$ cat config.mk
export PLATFORM = sky130hd
export DESIGN_NAME = hamming74_frame_encoder
export DESIGN_NICKNAME = d
export VERILOG_FILES = /design/src/rtl/hamming74_pkg.sv /design/src/rtl/hamming74_nibble_enc.sv /design/src/rtl/hamming74_frame_encoder.sv
export SDC_FILE = /design/constraint.sdc
export NUM_CORES = 1
export LEC_CHECK = 0
export BUFFER_PORTS_ARGS = -buffer_cell sky130_fd_sc_hd__buf_2
export CAP_MARGIN = 20
export CORE_ASPECT_RATIO = 0.7
export CORE_MARGIN = 3
export CORE_UTILIZATION = 45
export DETAILED_ROUTE_END_ITERATION = 10
export GPL_TIMING_DRIVEN = 0
export PLACE_DENSITY = 0.68
export SYNTH_ARGS = -nofsm -noshare
export SYNTH_HDL_FRONTEND = slang
export SYNTH_HIERARCHICAL = 1
export SYNTH_SLANG_ARGS = --single-unit
$ cat constraint.sdc
create_clock -name clk_encoder -period 4.59 [get_ports clk_encoder]
set_clock_uncertainty 0.05 [all_clocks]
set_input_delay 0.459 -clock clk_encoder [delete_from_list [all_inputs] [get_ports clk_encoder]]
set_output_delay 0.459 -clock clk_encoder [all_outputs]
set_load 0.05 [all_outputs]
$ cat src/rtl/hamming74_pkg.sv
// Shared constants, types and codeword bit positions for the Hamming(7,4) frame encoder.
package hamming74_pkg;

    localparam int DATA_W  = 32;
    localparam int FRAME_W = 64;
    localparam int CW_W    = 7;
    localparam int NIBBLES = 8;
    localparam int PAD_W   = 8;

    typedef logic [FRAME_W-1:0] frame_t;
    typedef logic [DATA_W-1:0]  word_t;

    // Codeword bit positions: parity bits at 0, 1 and 3, data bits d0..d3 at 2, 4, 5, 6
    localparam int CW_P0 = 0;
    localparam int CW_P1 = 1;
    localparam int CW_D0 = 2;
    localparam int CW_P2 = 3;
    localparam int CW_D1 = 4;
    localparam int CW_D2 = 5;
    localparam int CW_D3 = 6;

    typedef enum logic {
        TX_IDLE  = 1'b0,
        TX_SHIFT = 1'b1
    } tx_state_t;

endpackage

$ cat src/rtl/hamming74_nibble_enc.sv
// Combinational Hamming(7,4) encoder for one nibble.
module hamming74_nibble_enc
    import hamming74_pkg::*;
(
    input  logic [3:0]      i_nibble,
    output logic [CW_W-1:0] o_cw
);

    always_comb begin
        o_cw        = '0;
        o_cw[CW_P0] = i_nibble[0] ^ i_nibble[1] ^ i_nibble[3];
        o_cw[CW_P1] = i_nibble[0] ^ i_nibble[2] ^ i_nibble[3];
        o_cw[CW_D0] = i_nibble[0];
        o_cw[CW_P2] = i_nibble[1] ^ i_nibble[2] ^ i_nibble[3];
        o_cw[CW_D1] = i_nibble[1];
        o_cw[CW_D2] = i_nibble[2];
        o_cw[CW_D3] = i_nibble[3];
    end

endmodule

$ cat src/rtl/hamming74_frame_encoder.sv
// Serial 32-bit payload collector and double-buffered Hamming(7,4) 64-bit frame serialiser.
// Optional macro HAMMING_ENC_FRAME_TAG_EN puts an 8-bit frame sequence number in the pad byte.
module hamming74_frame_encoder
    import hamming74_pkg::*;
(
    input  logic clk_encoder,
    input  logic rst_n,
    input  logic enc_in_valid,
    input  logic enc_in_data,
    output logic enc_in_ready,
    output logic enc_out_valid,
    output logic enc_out_data,
    input  logic enc_out_ready,
    output logic enc_frame_done
);

    logic [4:0]        r_in_cnt;
    word_t             r_in_buf;
    word_t             r_hold_buf;
    logic              r_hold_full;
    tx_state_t         r_state;
    tx_state_t         w_state_nxt;
    logic [5:0]        r_tx_cnt;
    frame_t            r_tx_shift;
    logic              r_frame_done;

    word_t             w_word;
    frame_t            w_frame;
    logic [PAD_W-1:0]  w_pad;
    logic              w_in_acc;
    logic              w_in_last;
    logic              w_xfer;
    logic              w_tx_last;
    logic              w_load;

    assign w_in_last    = (r_in_cnt == 5'd31);
    assign enc_in_ready = !(r_hold_full && w_in_last);
    assign w_in_acc     = enc_in_valid && enc_in_ready;
    assign w_xfer       = (r_state == TX_SHIFT) && enc_out_ready;
    assign w_tx_last    = w_xfer && (r_tx_cnt == 6'd63);
    // A frame loads from IDLE, or on the last transfer so back-to-back frames have no gap
    assign w_load       = r_hold_full && ((r_state == TX_IDLE) || w_tx_last);

    always_comb begin
        w_word                   = r_in_buf;
        w_word[5'd31 - r_in_cnt] = enc_in_data;
    end

    always_ff @(posedge clk_encoder) begin
        if (!rst_n) begin
            r_in_cnt    <= '0;
            r_in_buf    <= '0;
            r_hold_buf  <= '0;
            r_hold_full <= 1'b0;
        end else begin
            if (w_in_acc) begin
                r_in_buf <= w_word;
                r_in_cnt <= r_in_cnt + 5'd1;
                if (w_in_last) begin
                    r_hold_buf <= w_word;
                end
            end
            if (w_in_acc && w_in_last) begin
                r_hold_full <= 1'b1;
            end else if (w_load) begin
                r_hold_full <= 1'b0;
            end
        end
    end

    for (genvar k = 0; k < NIBBLES; k++) begin : g_cw
        hamming74_nibble_enc u_nibble_enc (
            .i_nibble (r_hold_buf[4*k +: 4]),
            .o_cw     (w_frame[CW_W*k +: CW_W])
        );
    end
    assign w_frame[FRAME_W-1 -: PAD_W] = w_pad;

`ifdef HAMMING_ENC_FRAME_TAG_EN
    logic [PAD_W-1:0] r_tag;

    always_ff @(posedge clk_encoder) begin
        if (!rst_n) begin
            r_tag <= '0;
        end else if (w_load) begin
            r_tag <= r_tag + PAD_W'(1);
        end
    end
    assign w_pad = r_tag;
`else
    assign w_pad = '0;
`endif

    always_comb begin
        w_state_nxt = r_state;
        case (r_state)
            TX_IDLE:  if (r_hold_full) w_state_nxt = TX_SHIFT;
            TX_SHIFT: if (w_tx_last && !r_hold_full) w_state_nxt = TX_IDLE;
            default:  w_state_nxt = TX_IDLE;
        endcase
    end

    always_ff @(posedge clk_encoder) begin
        if (!rst_n) begin
            r_state      <= TX_IDLE;
            r_tx_cnt     <= '0;
            r_tx_shift   <= '0;
            r_frame_done <= 1'b0;
        end else begin
            r_state      <= w_state_nxt;
            r_frame_done <= w_tx_last;
            if (w_load) begin
                r_tx_shift <= w_frame;
                r_tx_cnt   <= '0;
            end else if (w_xfer) begin
                r_tx_cnt <= r_tx_cnt + 6'd1;
            end
        end
    end

    assign enc_out_valid  = (r_state == TX_SHIFT);
    assign enc_out_data   = r_tx_shift[6'd63 - r_tx_cnt];
    assign enc_frame_done = r_frame_done;

endmodule

==> results.sh, run 1 <==
export IMPL_crit_type="reg -> reg"
export IMPL_num_antenna_cells=0
export IMPL_synth_top_area_share_pct=39.4
export IMPL_synthTopCellsByCount="dfxtp_1, nor2_1, a211oi_1, a21oi_1, nand3_1"
export IMPL_cts_resized=0
export IMPL_yosys_area_top_type="dfxtp_1"
export IMPL_ys_types=40
export IMPL_yosysMostFrequentCell="dfxtp_1"
export IMPL_root_buffer="clkbuf_16"
export IMPL_io_pins=9
export IMPL_maxSlewViolCount=0
export IMPL_status="complete, no violations"
export IMPL_period_minus_slack_ns=3.25
export IMPL_port_buffers=8
export IMPL_syn2layout_area_growth_pct=13.3
export IMPL_hpwl_um=12400
export IMPL_ant_nets=0
export IMPL_critical_path_max_stage_delay_ns=0.54
export IMPL_worst_slew_pin_slew_ns=0.618
export IMPL_synth_seq_cells=133
export IMPL_htree_levels=4
export IMPL_slowest_stage="clkbuf_1"
export IMPL_ys_flop_type="dfxtp_1"
export IMPL_setup_tns_ns=0
export IMPL_crit_arrival_ns=3.47
export IMPL_cts_buffers=17
export IMPL_yosysWarnings=6
export IMPL_cp_start_kind="flip-flop"
export IMPL_critPathCaptureType="flip-flop"
export IMPL_die_area_um2=16600
export IMPL_yosys_top_cells_area="dfxtp_1, xor3_1, a211oi_1, mux2i_1, a21oi_1"
export IMPL_finalInstanceArea_um2=7660
export IMPL_start_util_pct=47.2
export IMPL_setup_viol=0
export IMPL_synth_area_um2=6760
export IMPL_synth_fp_nets=728
export IMPL_clkLatencyLatePin_ns=0.41
export IMPL_max_freq_mhz=308
export IMPL_timing_slew_headroom_pct=58.8
export IMPL_gr_total_overflow=0
export IMPL_pre_cts_ws_ns=1.45
export IMPL_finalCritPeriodShare_pct=70.8
export IMPL_ir_drop_v=0.000264
export IMPL_syn_mean_instance_area_um2=9.43
export IMPL_post_cts_setup_buffer_count=0
export IMPL_wl_per_cell_um=17.9
export IMPL_route_detailed_drc=0
export IMPL_cts_buffer_depth=2
export IMPL_max_cap_violations=0
export IMPL_avgViaCountPerCell=5.87
export IMPL_hold_buffers=0
export IMPL_die_h_um=109
export IMPL_tritoncts="yes"
export IMPL_finalPower_mw=2.72
export IMPL_core_um2=14300
export IMPL_clock_sinks=133
export IMPL_grt_start_max_net_pins=17
export IMPL_synthArstFlopShare_pct=0
export IMPL_vias=5557
export IMPL_grtUsageTotal_pct=20.6
export IMPL_crit_chain="ha_1 -> clkbuf_1 -> and3_1 -> ha_1 -> a21boi_1 -> clkbuf_1 -> clkbuf_1 -> a211oi_1"
export IMPL_power_density_nw_per_um2=355
export IMPL_clk_pin_slew_ns=0.06
export IMPL_place_area_um2=7040
export IMPL_drt_iter0_drc=484
export IMPL_p_leak_nw=2.76
export IMPL_rsz0062_at_grt="false"
export IMPL_first_global_vias=5291
export IMPL_die_x_um=153
export IMPL_rows=36
export IMPL_drive_above_1_share_pct=13.2
export IMPL_synth_edf_count=0
export IMPL_grt_first_pass_wirelength_um=27200
export IMPL_ys_seq_area_share_pct=39.4
export IMPL_first_pass_iters=5
export IMPL_hold_viol=0
export IMPL_place_gp_congestion=0.874
export IMPL_antenna_found_initial=0
export IMPL_setup_slack_ns=1.34
export IMPL_crit_path_frequent_cell="clkbuf_1"
export IMPL_cp_required_ns=4.81
export IMPL_fin_util_pct=53.5
export IMPL_drt_total_wl_um=16900
export IMPL_critPathMaxFanout=10
export IMPL_final_nets=755
export IMPL_hp_class="in -> reg"
export IMPL_synthCells=717
## metal layers
layer  GRT usage, %  share of wire [%]  up-vias
met1           30.0                 48     2726
li1               -                  -     2623
met5              0                  0        -
met4           4.70               0.98        0
met2           31.0                 43      190
met3           5.52                8.1       18
## cell usage in the layout (no fill, tap or decap), drive strengths merged, types with 2 or more instances in the layout
cell	count
dfxtp	133
clkbuf	83
nor2	76
a21oi	62
a211oi	62
nand3	61
o21ai	58
buf	54
mux2i	37
xor3	24
nand2	20
mux4	13
nand4b	12
nor4bb	8
ha	6
inv	5
xor2	5
and4bb	4
and3	3
xnor2	3
bufinv	3
clkinv	3
or2	2
nand2b	2
nand3b	2
mux2	2
nor3	2
clkinvlp	2
a221oi	2
## registers in the layout, indices dropped and copies added, names as in the netlist
signal / count
enc_frame_done: 1
enc_out_valid: 1
r_hold_buf: 32
r_hold_full: 1
r_in_buf: 31
r_in_cnt: 5
r_tx_cnt: 6
r_tx_shift: 56
## worst paths after layout
check | from | to | slack (ns) | depth (start not counted)
worst max-delay path | r_in_cnt[0] | r_in_buf[12] | 1.34 | 8
worst min-delay path | enc_out_ready | r_tx_cnt[1] | 0.30 | 3
worst max register to register | r_in_cnt[0] | r_in_buf[12] | 1.34 | 8
worst min register to register | r_tx_shift[32] | r_tx_shift[32] | 0.42 | 2
## through the flow
stage	std cells	hold slack, ns
global placement	915	0.408
CTS	947	0.286
finish	947	0.297
detailed placement	915	0.416
floorplan	717	0.399
global route	947	0.321
## report_power, final
group	switching, mW	leakage, nW	internal [mW]
Clock	0.498	0.302	0.925
Combinational	0.0769	1.38	0.0340
Sequential	0.0113	1.08	1.17
Total	0.587	2.76	2.13
## worst max-delay path, delay by kind of cell (launching register included)
kind	cells	cell delay, ns
buffers and inverters	3	1.26
AOI/OAI and AO/OA	2	0.65
adders and majority gates	2	0.48
DFF	1	0.37
and+or+nand+nor	1	0.28
## logic make-up after synthesis
logic type	count (synthesis)	synth area share, %
simple gates	195	14.6
compound gates	189	16.7
flops	133	39.4
buf+inv	110	8.34
mux	52	10.4
xor+xnor	32	9.47
fa+ha+maj	6	1.11
## layout make-up
type	instances	area (um^2)
Timing Repair Buffer	8	40.0
Sequential cell	133	2660
Multi-Input combinational cell	474	3540
Clock buffer	24	502
Inverter	5	18.8
Buffer	105	546
Fill cell	1280	6660
Tap cell	190	238
Clock inverter	8	120
Power figures use the tool's default switching activity.
==> run 2, diff against run 1 <==
- clock period: 4.59 -> 3.1 ns (I/O delays scaled with it)
==> run 2 against run 1 <==
Effect of this change: combinational power increased by 49%; critical path type is now reg -> out; first-iteration DRC count rose by 2.5%; final area up 0.21%; via count down 0.61%.
==> results.sh, run 2 (synthesis gave the netlist of run 1 again) <==
export IMPL_status="complete, no violations"
export IMPL_crit_arrival_ns=2.66
export IMPL_wl_per_cell_um=17.8
export IMPL_final_seq_area_um2=2660
export IMPL_setup_viol=0
export IMPL_slowest_stage="mux4_1"
export IMPL_critical_path_max_stage_delay_ns=0.61
export IMPL_cts_buffers=17
export IMPL_port_buffers=8
export IMPL_hp_class="in -> reg"
export IMPL_antenna_found_initial=0
export IMPL_finalCritPeriodShare_pct=97.5
export IMPL_cts_buffer_depth=2
export IMPL_fin_util_pct=53.6
export IMPL_period_minus_slack_ns=3.02
export IMPL_ir_drop_v=0.000393
export IMPL_crit_type="reg -> out"
export IMPL_multi_input_area_um2=3540
export IMPL_cp_start_kind="flip-flop"
export IMPL_power_density_nw_per_um2=525
export IMPL_largest_reg_flops=56
export IMPL_root_buffer="clkbuf_16"
export IMPL_core_um2=14300
export IMPL_avgViaCountPerCell=5.83
export IMPL_rsz0062_at_grt="false"
export IMPL_first_pass_iters=5
export IMPL_worst_slew_pin_slew_ns=0.611
export IMPL_grtUsageTotal_pct=20.6
export IMPL_ant_nets=0
export IMPL_place_gp_congestion=0.874
export IMPL_critical_path_startpoint="r_tx_cnt[1]"
export IMPL_cp_required_ns=2.74
export IMPL_max_freq_mhz=331
export IMPL_rr_startpoint="r_in_cnt[0]"
export IMPL_num_antenna_cells=0
export IMPL_drt_total_wl_um=16900
export IMPL_io_pins=9
export IMPL_timing_slew_headroom_pct=59.2
export IMPL_post_cts_setup_buffer_count=0
export IMPL_grt_first_pass_wirelength_um=27200
export IMPL_r2r_slack_ns=0.24
export IMPL_grt_start_max_net_pins=17
export IMPL_gr_total_overflow=0
export IMPL_drt_iter0_drc=496
export IMPL_top_register="r_tx_shift"
export IMPL_first_global_vias=5291
export IMPL_die_h_um=109
export IMPL_maxSlewViolCount=0
export IMPL_vias=5523
export IMPL_critPathMaxFanout=9
export IMPL_rr_worst_depth=10
export IMPL_place_area_um2=7040
export IMPL_min_delay_start="enc_out_ready"
export IMPL_hpwl_um=12400
export IMPL_mostFrequentLayoutCell="dfxtp_1"
export IMPL_die_x_um=153
export IMPL_clock_sinks=133
export IMPL_layout_common_cells="dfxtp_1, nor2_1, a21oi_1, a211oi_1, nand3_1"
export IMPL_htree_levels=4
export IMPL_p_leak_nw=2.76
export IMPL_crit_chain="buf_6 -> mux4_1 -> mux4_2 -> a221oi_2 -> a221oi_1 -> buf_4"
export IMPL_tritoncts="yes"
export IMPL_path_delay_family="multiplexers"
export IMPL_timing_hold_ws_ns=0.146
export IMPL_max_cap_violations=0
export IMPL_start_util_pct=47.2
export IMPL_fillers=1277
export IMPL_rr_endpoint="r_hold_buf[12]"
export IMPL_final_nets=755
export IMPL_top_regs="r_tx_shift x56, r_hold_buf x32, r_in_buf x31"
export IMPL_hold_buffers=0
export IMPL_clkLatencyLatePin_ns=0.41
export IMPL_cp_num_buf_inv=2
export IMPL_finalInstanceArea_um2=7680
export IMPL_cp_endpoint="enc_out_data"
export IMPL_clk_pin_slew_ns=0.06
export IMPL_rows=36
export IMPL_cp_depth=6
export IMPL_critPathCaptureType="primary output"
export IMPL_syn2layout_area_growth_pct=13.5
export IMPL_die_area_um2=16600
export IMPL_drive_above_1_share_pct=13.9
export IMPL_hold_viol=0
export IMPL_cts_resized=1
export IMPL_route_detailed_drc=0
-- run 2: cell types whose count changed in the layout (fill, tap and decap cells not counted), sizes merged --
| cell | before | now |
|---|---|---|
| buf | 54 | 53 |
| clkbuf | 83 | 84 |
-- run 2: where the power goes --
group          switching, mW  total (mW)  internal (mW)
Clock                  0.741        2.11           1.37
Sequential            0.0168        1.76           1.74
Combinational          0.114       0.165         0.0513
Total                  0.871        4.03           3.16
-- run 2: how the worst min path moves through the flow --
stage | end | slack (ns) | cells past startpoint
after global routing | r_tx_cnt[1] | 0.17 | 3
after floorplan | r_tx_shift[45] | 0.40 | 2
after global placement | r_tx_shift[48] | 0.41 | 2
final | r_tx_cnt[1] | 0.15 | 3
after detailed placement | r_tx_shift[42] | 0.42 | 2
after CTS | r_tx_cnt[1] | 0.14 | 3
-- run 2: cell type report --
class	instances	area share, %
Sequential cell	133	34.7
Clock buffer	24	6.53
Timing Repair Buffer	8	0.554
Clock inverter	8	1.56
Inverter	5	0.244
Buffer	105	7.19
Multi-Input combinational cell	474	46.1
Tap cell	190	3.10
-- run 2: metal layers --
layer  part of all wire, %  global-route usage, %  vias up
met2                    43                   31.0      191
met1                    48                   30.0     2691
met3                   8.2                   5.52       19
met5                     0                      0        -
li1                      -                      -     2622
met4                   1.0                   4.70        0
-- run 2: worst min-delay path: cells and delay by family --
family	cells	cell delay, ns
AO/OA/AOI/OAI	1	0.05
buffers and inverters	1	0.12
AND/OR/NAND/NOR	1	0.08
-- run 2: stage by stage --
step           setup TNS (ns)  cells  total power [mW]  worst slack [ns]
6_report                    0    947              4.03            0.0762
2_1_floorplan               0    717              1.90             0.220
5_1_grt                     0    947              4.13            0.0197
3_3_place_gp                0    915              1.94            0.0692
3_5_place_dp           -0.316    915              1.95           -0.0406
4_1_cts                     0    947              4.04            0.0383
==> run 3, diff against run 2 <==
- RECOVER_POWER: not set -> 50
==> run 3 against run 2 <==
Effect of this change: global-route usage did not move; critical path depth did not move; wire length rose by 0.25%; core utilization fell by 0.10 points.
==> results.sh, run 3 (synthesis gave the netlist of run 1 again) <==
export IMPL_final_seq_area_um2=2660
export IMPL_avgViaCountPerCell=5.88
export IMPL_ir_drop_v=0.000389
export IMPL_clk_pin_slew_ns=0.06
export IMPL_top_regs="r_tx_shift x56, r_hold_buf x32, r_in_buf x31"
export IMPL_power_density_nw_per_um2=525
export IMPL_io_pins=9
export IMPL_share_comb_of_total_power_pct=4.1
export IMPL_top_register="r_tx_shift"
export IMPL_period_minus_slack_ns=3.02
export IMPL_drive_above_1_share_pct=13.1
export IMPL_status="complete, no violations"
export IMPL_clkLatencyLatePin_ns=0.41
export IMPL_p_leak_nw=2.75
export IMPL_cp_start_kind="flip-flop"
export IMPL_crit_chain="buf_6 -> mux4_1 -> mux4_2 -> a221oi_2 -> a221oi_1 -> buf_4"
export IMPL_maxSlewViolCount=0
export IMPL_layout_common_cells="dfxtp_1, nor2_1, clkbuf_1, a21oi_1, a211oi_1"
export IMPL_grt_first_pass_wirelength_um=27200
export IMPL_hpwl_um=12400
export IMPL_drt_total_wl_um=16900
export IMPL_largest_reg_flops=56
export IMPL_root_buffer="clkbuf_16"
export IMPL_mostFrequentLayoutCell="dfxtp_1"
export IMPL_finalCritPeriodShare_pct=97.4
export IMPL_worst_slew_pin_slew_ns=0.645
export IMPL_crit_arrival_ns=2.66
export IMPL_grt_start_max_net_pins=17
export IMPL_htree_levels=4
export IMPL_multi_input_area_um2=3540
export IMPL_drt_iter0_drc=542
export IMPL_die_area_um2=16600
export IMPL_cp_num_buf_inv=2
export IMPL_route_detailed_drc=0
export IMPL_ant_nets=0
export IMPL_final_nets=755
export IMPL_die_x_um=153
export IMPL_cts_buffers=17
export IMPL_switchingPower_uw=868
export IMPL_gr_total_overflow=0
export IMPL_start_util_pct=47.2
export IMPL_setup_viol=0
export IMPL_wl_per_cell_um=17.9
export IMPL_slowest_stage="mux4_1"
export IMPL_cts_buffer_depth=2
export IMPL_rsz0062_at_grt="false"
export IMPL_antenna_found_initial=0
export IMPL_vias=5564
export IMPL_critical_path_max_stage_delay_ns=0.61
export IMPL_pwr_share_seq_pct=43.6
export IMPL_hold_buffers=0
export IMPL_max_cap_violations=0
export IMPL_hp_class="in -> reg"
export IMPL_num_antenna_cells=0
export IMPL_core_um2=14300
export IMPL_cp_required_ns=2.74
export IMPL_hold_viol=0
export IMPL_swShare_pct=21.6
export IMPL_rows=36
export IMPL_die_h_um=109
export IMPL_grtUsageTotal_pct=20.6
export IMPL_first_pass_iters=5
export IMPL_power_internal_mw=3.16
export IMPL_first_global_vias=5291
export IMPL_timing_slew_headroom_pct=56.6
export IMPL_fillers=1280
export IMPL_max_freq_mhz=331
export IMPL_fin_util_pct=53.5
export IMPL_critPathCaptureType="primary output"
export IMPL_place_gp_congestion=0.874
export IMPL_clkPwrFrac_pct=52.3
export IMPL_clock_sinks=133
export IMPL_critPathMaxFanout=9
export IMPL_setup_tns_ns=0
export IMPL_syn2layout_area_growth_pct=13.3
export IMPL_port_buffers=8
export IMPL_path_delay_family="multiplexers"
export IMPL_crit_type="reg -> out"
export IMPL_tritoncts="yes"
## run 3: final cells by class
class                   instances  area share (%)
inverters                       5           0.245
clock buffers                  24            6.55
plain buffers                 105            7.04
clock inverters                 8            1.57
flip-flops and latches        133            34.7
repair buffers                  8           0.522
well taps                     190            3.10
multi-input cells             474            46.2
## run 3: power by group through the flow
stage               registers (mW)  logic (mW)  clock network [mW]
CTS                           1.75       0.162                2.12
global placement              1.79       0.154                   0
global route                  1.76       0.181                2.20
floorplan                     1.79       0.112                   0
detailed placement            1.79       0.160                   0
finish                        1.76       0.165                2.11
## run 3: layer usage
metal / vias to the layer above / global-route usage [%] / part of all wire, %
met4: 0 / 4.70 / 0.92
met5: - / 0 / 0
met2: 193 / 31.0 / 43
met3: 16 / 5.52 / 8.2
li1: 2620 / - / -
met1: 2735 / 30.0 / 48
## run 3: worst paths after layout
check / startpoint / to / slack, ns / cells after the start
setup / recovery: r_tx_cnt[1] / enc_out_data / 0.08 / 6
hold / removal: enc_out_ready / r_tx_cnt[1] / 0.15 / 3
setup reg to reg: r_in_cnt[0] / r_hold_buf[12] / 0.25 / 10
hold reg to reg: r_tx_shift[32] / r_tx_shift[32] / 0.42 / 2
## run 3: stage by stage
stage | power, mW | std cells | hold slack [ns] | cell area, um^2 | setup WS [ns]
floorplan | 1.90 | 717 | 0.399 | 6760 | 0.220
global placement | 1.94 | 915 | 0.408 | 7040 | 0.0692
detailed placement | 1.95 | 915 | 0.416 | 7040 | -0.0406
CTS | 4.04 | 947 | 0.137 | 7660 | 0.0383
global route | 4.13 | 947 | 0.172 | 7660 | 0.0197
finish | 4.03 | 947 | 0.148 | 7660 | 0.0817
## run 3: repair_timing
item	in CTS	in global routing
endpoints found under the setup margin	29	62
gates resized for setup	1	10
buffers inserted	0	0
## run 3: tightest hold or removal path, cell delays in order
cell	delay, ns
buf_2	0.12
nand3_1	0.08
a21oi_1	0.05
